===== config.mk =====
export PLATFORM = sky130hd
export DESIGN_NAME = coincidence_stimulus_gen
export DESIGN_NICKNAME = d
export VERILOG_FILES = /design/src/rtl/coincidence_stimulus_gen.sv
export SDC_FILE = /design/constraint.sdc
export NUM_CORES = 1
export LEC_CHECK = 0
export ABC_AREA = 1
export CORE_UTILIZATION = 64
export CTS_CLUSTER_SIZE = 10
export DETAILED_ROUTE_END_ITERATION = 8
export GPL_ROUTABILITY_DRIVEN = 0
export PLACE_DENSITY = 0.87
export SLEW_MARGIN = 20
export SYNTH_ARGS = -nofsm -noshare
export SYNTH_HDL_FRONTEND = slang
export SYNTH_SLANG_ARGS = --single-unit
export TNS_END_PERCENT = 100

===== constraint.sdc =====
create_clock -name clk -period 9.3 [get_ports clk]
set_input_delay 1.86 -clock clk [delete_from_list [all_inputs] [get_ports clk]]
set_output_delay 1.86 -clock clk [all_outputs]
set_load 0.02 [all_outputs]

===== src/rtl/coincidence_stimulus_gen.sv =====
// coincidence_stimulus_gen
// Burst generator for leader/follower pulse pairs that drive the button_A/button_B
// inputs of the coincidence path. On start it emits `count` frames. In each frame
// the follower pulse trails the leader pulse by `delay` cycles. All outputs are registered.
module coincidence_stimulus_gen #(
    parameter int CNT_W = 8,
    parameter int PER_W = 16
) (
    input  logic             clk,
    input  logic             rst,
    input  logic             start,
    input  logic             abort,
    input  logic             lead_sel,
    input  logic [CNT_W-1:0] delay,
    input  logic [CNT_W-1:0] width,
    input  logic [PER_W-1:0] period,
    input  logic [CNT_W-1:0] count,
    output logic             pulse_A,
    output logic             pulse_B,
    output logic             busy,
    output logic             done,
    output logic [CNT_W-1:0] pulses_sent
);

    // Frame arithmetic is one bit wider than period, so delay+width+1 cannot overflow.
    localparam int FW = PER_W + 1;

    typedef enum logic [1:0] {S_IDLE, S_RUN, S_DONE} state_t;

    state_t           state_q;
    logic             lsel_q;
    logic [CNT_W-1:0] delay_q;
    logic [CNT_W-1:0] ew_q;
    logic [CNT_W-1:0] count_q;
    logic [CNT_W-1:0] sent_q;
    logic [FW-1:0]    flen_q;
    logic [FW-1:0]    fc_q;
    logic             pulse_a_q;
    logic             pulse_b_q;
    logic             busy_q;
    logic             done_q;

    logic [CNT_W-1:0] ew_d;
    logic [FW-1:0]    min_len_d;
    logic [FW-1:0]    flen_d;
    logic [FW-1:0]    fc_d;
    logic [CNT_W-1:0] sent_d;
    logic [1:0]       pair_start_d;
    logic [1:0]       pair_first_d;
    logic [1:0]       pair_next_d;
    logic             frame_end_d;

    // Returns {A, B} for frame offset fc. lsel=0 means A leads.
    function automatic logic [1:0] pulse_pair(input logic [FW-1:0]    fc,
                                              input logic [CNT_W-1:0] dly,
                                              input logic [CNT_W-1:0] ew,
                                              input logic             lsel);
        logic lead;
        logic fol;
        lead = (fc < FW'(ew));
        fol  = (fc >= FW'(dly)) && (fc < (FW'(dly) + FW'(ew)));
        return lsel ? {fol, lead} : {lead, fol};
    endfunction

    // Clamp the incoming configuration and precompute the next frame step.
    always_comb begin
        ew_d         = (width == '0) ? CNT_W'(1) : width;
        min_len_d    = FW'(delay) + FW'(ew_d) + FW'(1);
        flen_d       = (FW'(period) > min_len_d) ? FW'(period) : min_len_d;
        fc_d         = fc_q + FW'(1);
        sent_d       = sent_q + CNT_W'(1);
        frame_end_d  = (fc_q == (flen_q - FW'(1)));
        pair_start_d = pulse_pair('0, delay, ew_d, lead_sel);
        pair_first_d = pulse_pair('0, delay_q, ew_q, lsel_q);
        pair_next_d  = pulse_pair(fc_d, delay_q, ew_q, lsel_q);
    end

    // Control FSM. Each output register is loaded with the value for the next cycle.
    always_ff @(posedge clk) begin
        if (rst) begin
            state_q   <= S_IDLE;
            fc_q      <= '0;
            sent_q    <= '0;
            pulse_a_q <= 1'b0;
            pulse_b_q <= 1'b0;
            busy_q    <= 1'b0;
            done_q    <= 1'b0;
        end else begin
            case (state_q)
                S_IDLE: begin
                    pulse_a_q <= 1'b0;
                    pulse_b_q <= 1'b0;
                    busy_q    <= 1'b0;
                    done_q    <= 1'b0;
                    if (start) begin
                        lsel_q  <= lead_sel;
                        delay_q <= delay;
                        ew_q    <= ew_d;
                        flen_q  <= flen_d;
                        count_q <= count;
                        sent_q  <= '0;
                        fc_q    <= '0;
                        if (count == '0) begin
                            state_q <= S_DONE;
                            done_q  <= 1'b1;
                        end else begin
                            state_q                <= S_RUN;
                            busy_q                 <= 1'b1;
                            {pulse_a_q, pulse_b_q} <= pair_start_d;
                        end
                    end
                end
                S_RUN: begin
                    if (abort) begin
                        state_q   <= S_IDLE;
                        pulse_a_q <= 1'b0;
                        pulse_b_q <= 1'b0;
                        busy_q    <= 1'b0;
                    end else if (frame_end_d) begin
                        sent_q <= sent_d;
                        if (sent_d == count_q) begin
                            state_q   <= S_DONE;
                            pulse_a_q <= 1'b0;
                            pulse_b_q <= 1'b0;
                            busy_q    <= 1'b0;
                            done_q    <= 1'b1;
                        end else begin
                            fc_q                   <= '0;
                            {pulse_a_q, pulse_b_q} <= pair_first_d;
                        end
                    end else begin
                        fc_q                   <= fc_d;
                        {pulse_a_q, pulse_b_q} <= pair_next_d;
                    end
                end
                default: begin
                    // DONE lasts one cycle. An abort here leads to the same IDLE state.
                    state_q <= S_IDLE;
                    done_q  <= 1'b0;
                end
            endcase
        end
    end

    assign pulse_A     = pulse_a_q;
    assign pulse_B     = pulse_b_q;
    assign busy        = busy_q;
    assign done        = done_q;
    assign pulses_sent = sent_q;

endmodule


; ---- After elaboration in Yosys (flattened, before gate mapping)
; Cells that the tools add are included.
[op_classes]
add_sub_neg = 6
n_lt_le_gt_ge = 10
eq_ne = 10
mux = 44
bitwise = 1
reduce_logical = 13
[ops]
columns = op, count
row1 = 17-bit two-way mux, 4
row2 = 17-bit one-hot mux with 2 select lines, 1
row3 = 8-bit two-way mux, 4
row4 = 1-bit two-way mux, 20
row5 = 8-bit by 8-bit adder with 9-bit output, 2
row6 = 17-bit by 1-bit adder with 17-bit output (second input constant), 1
row7 = 17-bit == test, 1
row8 = 17-bit by 8-bit greater-or-equal comparator with 1-bit output, 1
row9 = 1-bit by 17-bit less-than comparator with 1-bit output (first input constant), 1
row10 = 17-bit by 8-bit less-than comparator with 1-bit output, 1
row11 = 17-bit by 9-bit less-than comparator with 1-bit output, 1
row12 = 17-bit by 1-bit subtractor with 17-bit output (second input constant), 1
row13 = 1-bit by 8-bit greater-or-equal comparator with 1-bit output (first input constant), 2
row14 = 16-bit by 10-bit > comparator with 1-bit output, 1
row15 = 8-bit logical NOT, 2
row16 = 1-bit by 8-bit less-than comparator with 1-bit output (first input constant), 2
row17 = 16-bit two-way mux, 1
row18 = 2-bit two-way mux, 8
row19 = 8-bit one-hot mux with 2 select lines, 1
row20 = 3-bit AND reduction, 4
row21 = 9-bit by 1-bit adder with 10-bit output (second input constant), 1
row22 = 1-bit by 9-bit less-than comparator with 1-bit output (first input constant), 1
row23 = 3-bit inequality test (second input constant), 3
row24 = 8-bit by 1-bit adder with 8-bit output (second input constant), 1
row25 = other kinds (10), 19
[totals]
register_bits = 73
out_inout_bits = 12

; ---- Logic depth before layout (Yosys ltp)
; Gate-level depths: netlist of run 1.
[depth]
word_depth = 9
ltp_mapped = 21
ltp_nobuf = 20

; ---- Worst setup path after synthesis of run 1
; No wires, ideal clock.
[synth_timing]
path_kind = input port to flip-flop
start = in width[5]
end = reg flen_q[4] (data pin)
arrival_time_ps = 4794
t_required_ps = 9030
slack_ps = 4236
stages = 20
path_buffers = 1
cell_sequence = nor3_1 > a21o_1 > ha_1 > fa_1 > ha_1 > nand2_1 > nor2_1 > nand2_1 > nor2_1 > nand3_1 > xor2_1 > ha_1 > nand2_1 > nor4_1 > o21ai_0 > nand3_1 > nand2_1 > clkbuf_1 > nor2_1 > a21oi_1
[synth_between]
elab_chain_cells = 6
[synth_lines]
columns = item, line
row1 = start: declaration, 15  ; input logic [CNT_W-1:0] width,
row2 = 8-bit logical NOT (*), 67  ; ew_d = (width == '0) ? CNT_W'(1) : width;
row3 = 8-bit two-way mux (*), 67
row4 = named net ew_d[0], 43  ; logic [CNT_W-1:0] ew_d;
row5 = 8-bit by 8-bit adder with 9-bit output (*), 68  ; min_len_d = FW'(delay) + FW'(ew_d) + FW'(1);
row6 = 9-bit by 1-bit adder with 10-bit output (*), 68
row7 = 16-bit by 10-bit > comparator with 1-bit output, 69  ; flen_d = (FW'(period) > min_len_d) ? FW'(period) : min_len_d;
row8 = 16-bit two-way mux (*), 69
row9 = named net flen_d[4], 45  ; logic [FW-1:0] flen_d;
row10 = end signal: assignment, 99  ; flen_q <= flen_d;
row11 = end: declaration, 36  ; logic [FW-1:0] flen_q;
; The timed path passes the listed nets; every way through them passes the cells marked *.
; A chain may end at the register's enable or synchronous reset.

; ---- Worst setup path after layout of run 1
[layout_timing]
start = in width[1]
end = reg flen_q[5] (data pin)
; Same word-level chain as after synthesis.

==> results of run 1 <==
[per-stage QoR]
stage          setup WS (ns)  instances  area (µm²)  total power [mW]  hold WS [ns]
3_5_place_dp            3.02       1090        6960             0.673         0.477
3_3_place_gp            3.24       1090        6960             0.664         0.483
6_report                3.26       1107        7150             0.899         0.504
5_1_grt                 2.84       1107        7150             0.951         0.532
2_1_floorplan           4.24        928        6360             0.594         0.531
4_1_cts                 3.36       1106        7130             0.896         0.506
[layer usage]
metal  share of wire (%)  vias to the layer above
li1                    -                     3128
met1                  44                     2869
met2                  45                      251
met3                 8.7                       35
met4                 1.8                        0
met5                   0                        -
[registers in the layout, summed over array words and instances (netlist names), 2 cells and up]
register / cells
state_q: 2
pulses_sent: 8
fc_q: 17
delay_q: 8
count_q: 8
ew_q: 8
flen_q: 16
[logic make-up after synthesis]
logic type / share of synthesized area (%)
AND/OR/NAND/NOR: 39.8
AO/OA/AOI/OAI: 5.78
buffers and inverters: 9.05
XOR/XNOR: 5.23
adder cells (fa/ha/maj): 11.1
flip-flops: 29.1
[worst max-delay path, cell delays in order]
cell and delay (ns):
clkdlybuf4s50_1 0.50, nor4_1 0.43, a21o_1 0.19, ha_1 0.18, fa_1 0.23, xor2_1 0.32, nand2_1 0.08, nor2_1 0.18
nand2_1 0.07, nor2_1 0.20, nand3_1 0.12, xor2_1 0.18, ha_1 0.32, nand2_1 0.04, nor4_1 0.33, o21ai_0 0.17
nand3_1 0.09, nand2_1 0.34, nor2_1 0.24, a21oi_1 0.07
[final cells by class]
type,instances,area [µm²],area share (%)
Multi-Input combinational cell,712,3940,55.1
Sequential cell,72,1850,25.9
Timing Repair Buffer,57,581,8.12
Inverter,117,439,6.14
Tap cell,133,166,2.33
Clock buffer,9,124,1.73
Clock inverter,7,47.5,0.665
[where the power goes]
part	internal [mW]	switching [mW]
combinational	0.114	0.178
sequential	0.358	0.0243
clock	0.0961	0.128
[synth_stat cells (3+ instances only)]
master / number
inv_2: 4
nand4_1: 29
nand3_1: 93
nor2_1: 97
nor2_2: 12
nand3b_1: 9
edfxtp_1: 41
nor4_1: 8
xor2_1: 24
o21ai_0: 8
xnor2_1: 14
nor2_4: 3
nor3_1: 7
nand2_1: 260
a21oi_1: 47
inv_1: 113
o21bai_1: 3
nand3_2: 11
nand2_2: 13
ha_1: 53
dfxtp_1: 31
clkbuf_1: 21
o21ai_1: 3
[worst max-delay path by stage]
stage | startpoint | cells after the start | endpoint | slack, ns
3_5_place_dp | width[1] | 20 | flen_q[8] | 3.02
2_1_floorplan | width[5] | 20 | flen_q[4] | 4.24
4_1_cts | width[1] | 20 | flen_q[5] | 3.36
6_report | width[1] | 20 | flen_q[5] | 3.26
3_3_place_gp | width[1] | 20 | flen_q[8] | 3.24
5_1_grt | width[1] | 20 | flen_q[5] | 2.84
==> results by group, run 1 <==
GRT
  • Met2 GRT Util: 51.9%
  • First-pass GRT wire length: 26.2 mm
  • Gr usage total: 32.6%
  • Grt ovf: 0
  • Most used routing layer: met2
  • Routing usage on met3: 5.73%
  • Initial antenna violation count: 0
  • Largest net degree at the start of global routing: 42
  • Met1 usage: 44.5%
  • Vias in the first global route: 5736

Clock network
  • Clock transition at path regs: 0.08 ns
  • Hold buffers post-CTS: 0
  • H-tree Lvls: 3
  • Clk sink count: 72
  • CTS-repair resized insts: 0
  • CTS max path bufs: 2
  • CTS tree: yes
  • Num CTS Buffers: 9
  • Worst skew pair latency: 0.37 ns
  • CTS Root Cell: clkbuf_8
  • Setup Fix Bufs, Post-CTS: 0

Floorplan
  • Die ar.: 10300 µm²
  • Initial Util: 65.7%
  • Die width: 102 µm
  • Row Count: 36
  • Core area: 9680 µm²
  • Die height: 102 µm
  • Ports: 57

Place
  • Port Buffers: 56
  • Dpl hpwl: 12.1 mm

Critical path
  • Max FO, Critical Path: 20
  • Worst EP required: 9.39 ns
  • Setup CP Type: input port to register
  • CP endpoint kind: register
  • Setup crit start kind: input port
  • Data arrival, critical path: 6.13 ns
  • R2R depth: 13
  • Reg2Reg Capture Point: fc_q[16]
  • Flop2flop setup slack: 6.10 ns
  • RR Startpoint: flen_q[0]

Timing
  • Worst Max-Slew Pin Slew: 1.12 ns
  • Final setup fails: 0
  • RSZ-0062 raised after global routing: false
  • Skew final: 0.0121 ns
  • Min cycle time layout: 6.04 ns
  • Final hold violations: 0
  • Tcrit/Tclk final: 65.0%
  • Final TNS setup: 0 ns
  • Slew margin rel.: 25.2%
  • Max-slew violation count: 0
  • Fmax achieved: 0.165 GHz

Yosys
  • Synth Flop Type: edfxtp_1
  • Post-Syn Instances: 928
  • Yosys cell types: 39
  • Register area share after synthesis: 29.1%
  • Biggest area consumer among synthesized cells: edfxtp_1
  • Yosys reg bits: 72
  • FFs w/ async S/R, synth: 0%
  • Area fraction of the dominant cell type after synthesis: 19.4%
  • Avg Inst Size Synth: 6.85 µm²
  • Ranking of synthesized cells by area: edfxtp_1 (19%), nand2_1 (15%), ha_1 (10%)
  • Mapped cell area: 6360 µm²
  • Number of flops mapped to enable cells by yosys: 41
  • Post-Syn Nets: 1028
  • Warnings, synthesis: 0

Layout
  • Fillers: 782
  • Area Overhead vs Synth: 12.4%
  • Layout cell share with drive strength beyond 1: 6.47%
  • Diode count: 0
  • Nets: 1069
  • Post-Route Utilization: 73.8%
  • Commonest non-fill, non-tap cell in the layout: nand2_1
  • Most frequent cells in the layout: nand2_1 (260), inv_1 (113), nor2_1 (96)

Job
  • Max Cap Viol: 0

Run status
  • Failing checks: DRC
  • Status: finished with violations

Min path
  • Hold path depth: 2
  • Hold path startpoint: busy
  • Hold endpoint: busy
  • Hold WC Path Type: register to register

Detailed routing
  • Antenna Nets Post-Route: 0
  • Pre-Repair DR Iteration Count: 7
  • Final routed DRC violation total: 1
  • DRT iter0 DRCs: 421
  • Vias post-DR: 6283
  • Vias per cell: 5.68
  • Average wire per standard cell: 14.3 µm
  • WL final: 15.9 mm

Pwr
  • Pwr Density: 126 nW/µm²
  • Max VDD drop: 93.9 µV
  • LEAKAGE: 3.27 nW
Power figures use the tool's default switching activity.
==> run 2: changes to the inputs <==
- CORE_UTILIZATION: 64 -> 59
- PLACE_DENSITY: 0.87 -> 0.81
- clock period: 9.3 -> 6 ns (I/O delays scaled with it)
==> run 2 against run 1 <==
Against the previous run:
- the run now ends clean
- global-route usage decreased by 3.4 points
- design area increased by 0.26%
- clock skew increased by 0.0024 ns
- via count decreased by 4.0%
- clock-buffer cell count increased by 1
- cell count increased by 0.36%
- hold slack improved by 0.0023 ns
- power increased by 56%
- setup slack got worse by 2.5 ns
- sequential share of layout area decreased by 0.068 points
- critical path depth unchanged
- utilization decreased by 4.7 points
- largest power group unchanged
==> results by group, run 2 (synthesis results as in run 1) <==
Detailed routing
  • Final routed DRC violation total: 0 (-1)
  • Antenna Nets Post-Route: 0 (unchanged)
  • WL final: 15.4 mm (-3.2%)
  • Vias per cell: 5.43 (-4.3%)
  • DRT iter0 DRCs: 363 (-14%)
  • Vias post-DR: 6034 (-4.0%)
  • Average wire per standard cell: 13.8 µm (-3.6%)
  • Pre-Repair DR Iteration Count: 5 (-2)

Pwr
  • Sw power: 0.507 mW (+53%)
  • Pwr Density: 195 nW/µm² (+55%)
  • Net Sw Frac: 36.2% (-0.58 points)
  • Internal power: 0.893 mW (+57%)
  • LEAKAGE: 3.29 nW (+0.45%)
  • Clock power frac: 25.7% (+0.8 points)
  • Comb power frac: 32.0% (-0.6 points)
  • Total Power: 1.40 mW (+56%)
  • Max VDD drop: 184 µV (+96%)
  • Seq pwr share: 42.4% (about the same)

Min path
  • Hold WC Path Type: register to register

Timing
  • Tcrit/Tclk final: 87.2%
  • RSZ-0062 raised after global routing: false
  • Final setup fails: 0 (unchanged)
  • Hold WS: 0.507 ns (+0.00230 ns)
  • Slew margin rel.: 28.2% (+3.0 points)
  • Min cycle time layout: 5.23 ns
  • Fmax achieved: 0.191 GHz
  • Final hold violations: 0 (unchanged)
  • Final TNS setup: 0 ns (unchanged)
  • Max-slew violation count: 0 (unchanged)
  • Skew final: 0.0146 ns (+0.00243 ns)
  • Worst Max-Slew Pin Slew: 1.07 ns (-0.0515 ns)

Critical path
  • Setup CP Type: input port to register
  • Flop2flop setup slack: 2.85 ns (-3.25 ns)
  • Crit path from: width[1]
  • Worst EP required: 6.08 ns (-3.31 ns)
  • R2R depth: 13 (unchanged)
  • Max FO, Critical Path: 20 (unchanged)
  • CP endpoint kind: register
  • Reg2Reg Capture Point: fc_q[16]
  • Setup crit start kind: input port
  • Critical path endpoint: flen_q[1]
  • Data arrival, critical path: 5.32 ns (-0.81 ns)
  • RR Startpoint: flen_q[0]

Place
  • Port Buffers: 56 (unchanged)
  • Dpl hpwl: 12.1 mm (+0.14%)

Floorplan
  • Row Count: 37 (+2.8%)
  • Die height: 106 µm (+4.1%)
  • Core area: 10400 µm² (+7.1%)
  • Die ar.: 11200 µm² (+8.3%)
  • Ports: 57 (unchanged)
  • Die width: 106 µm (+4.1%)
  • Initial Util: 61.3% (-4.3 points)

Layout
  • Layout cell share with drive strength beyond 1: 6.67% (+0.20 points)
  • Biggest registers after layout: fc_q (17), flen_q (16)
  • Commonest non-fill, non-tap cell in the layout: nand2_1
  • Biggest register: fc_q
  • Nets: 1070 (+0.094%)
  • Max FFs per register: 17 (unchanged)
  • Diode count: 0 (unchanged)
  • Area Overhead vs Synth: 12.7%
  • Most frequent cells in the layout: nand2_1 (260), inv_1 (113), nor2_1 (96)

Clock network
  • CTS max path bufs: 2 (unchanged)
  • H-tree Lvls: 3 (unchanged)
  • Worst skew pair latency: 0.36 ns (about the same)
  • CTS tree: yes
  • Clk sink count: 72 (unchanged)
  • Num CTS Buffers: 9 (unchanged)
  • Hold buffers post-CTS: 0 (unchanged)
  • CTS-repair resized insts: 0 (unchanged)
  • Setup Fix Bufs, Post-CTS: 0 (unchanged)
  • CTS Root Cell: clkbuf_8
  • Clock transition at path regs: 0.08 ns (about the same)

GRT
  • Gr usage total: 29.2% (-3.4 points)
  • Initial antenna violation count: 0 (unchanged)
  • Vias in the first global route: 5443 (-5.1%)
  • First-pass GRT wire length: 25.9 mm (-1.1%)
  • Grt ovf: 0 (unchanged)
  • Largest net degree at the start of global routing: 42 (unchanged)

Job
  • Max Cap Viol: 0 (unchanged)

Run status
  • Status: complete, no violations
## run 2: cell count changes in the layout (fill, tap and decap cells not counted)
cell,delta
clkinv_4,-1
buf_4,+1
inv_6,+1
clkinv_1,-1
clkinv_2,+1
clkbuf_8,+1
clkinvlp_4,-1
## run 2: routing by layer
| layer | global-route usage, % | wire, µm |
|---|---|---|
| met5 | 0 | 0 |
| met4 | 7.14 | 172 |
| met3 | 3.40 | 958 |
| met2 | 45.8 | 6780 |
| met1 | 42.7 | 7450 |
## run 2: area by class of cell
cell class                      count  area [µm²]
Multi-Input combinational cell    712        3940
Fill cell                         924        3200
Sequential cell                    72        1850
Timing Repair Buffer               58         588
Inverter                          117         439
Tap cell                          136         170
Clock buffer                       10         138
Clock inverter                      6        41.3
## run 2: stage by stage
step | instances | util (%) | instance area (µm²) | setup slack (ns)
detailed placement | 1094 | 67.2 | 6970 | 0.441
floorplan | 928 | - | 6360 | 1.60
global placement | 1094 | 67.2 | 6970 | 0.541
global route | 1111 | 69.1 | 7170 | 0.367
finish | 1111 | 69.1 | 7170 | 0.766
CTS | 1110 | 68.9 | 7150 | 0.795
## run 2: how the worst min path moves through the flow
| stage | startpoint | end | slack, ns | cells past startpoint |
|---|---|---|---|---|
| finish | busy | busy | 0.51 | 2 |
| CTS | pulses_sent[7] | pulses_sent[7] | 0.51 | 2 |
| global route | pulses_sent[7] | pulses_sent[7] | 0.52 | 2 |
| detailed placement | busy | busy | 0.48 | 2 |
| floorplan | fc_q[1] | fc_q[1] | 0.53 | 2 |
| global placement | busy | busy | 0.48 | 2 |
## run 2: power by group through the flow
stage	registers [mW]	logic, mW	clock network [mW]
final	0.593	0.448	0.360
after global routing	0.596	0.511	0.385
after CTS	0.592	0.442	0.360
after detailed placement	0.603	0.439	0
after global placement	0.602	0.430	0
after floorplan	0.593	0.328	0
## run 2: worst max-delay path: stages
cell,delay [ns]
clkdlybuf4s50_1,0.56
nor4_1,0.09
a21o_1,0.19
ha_1,0.21
fa_1,0.55
ha_1,0.21
nand2_1,0.06
nor2_1,0.17
nand2_1,0.07
nor2_1,0.16
nand3_1,0.11
xor2_1,0.17
ha_1,0.31
nand2_1,0.04
nor4_1,0.33
o21ai_0,0.15
nand3_1,0.09
nand2_1,0.33
nor2_1,0.23
a21oi_1,0.06
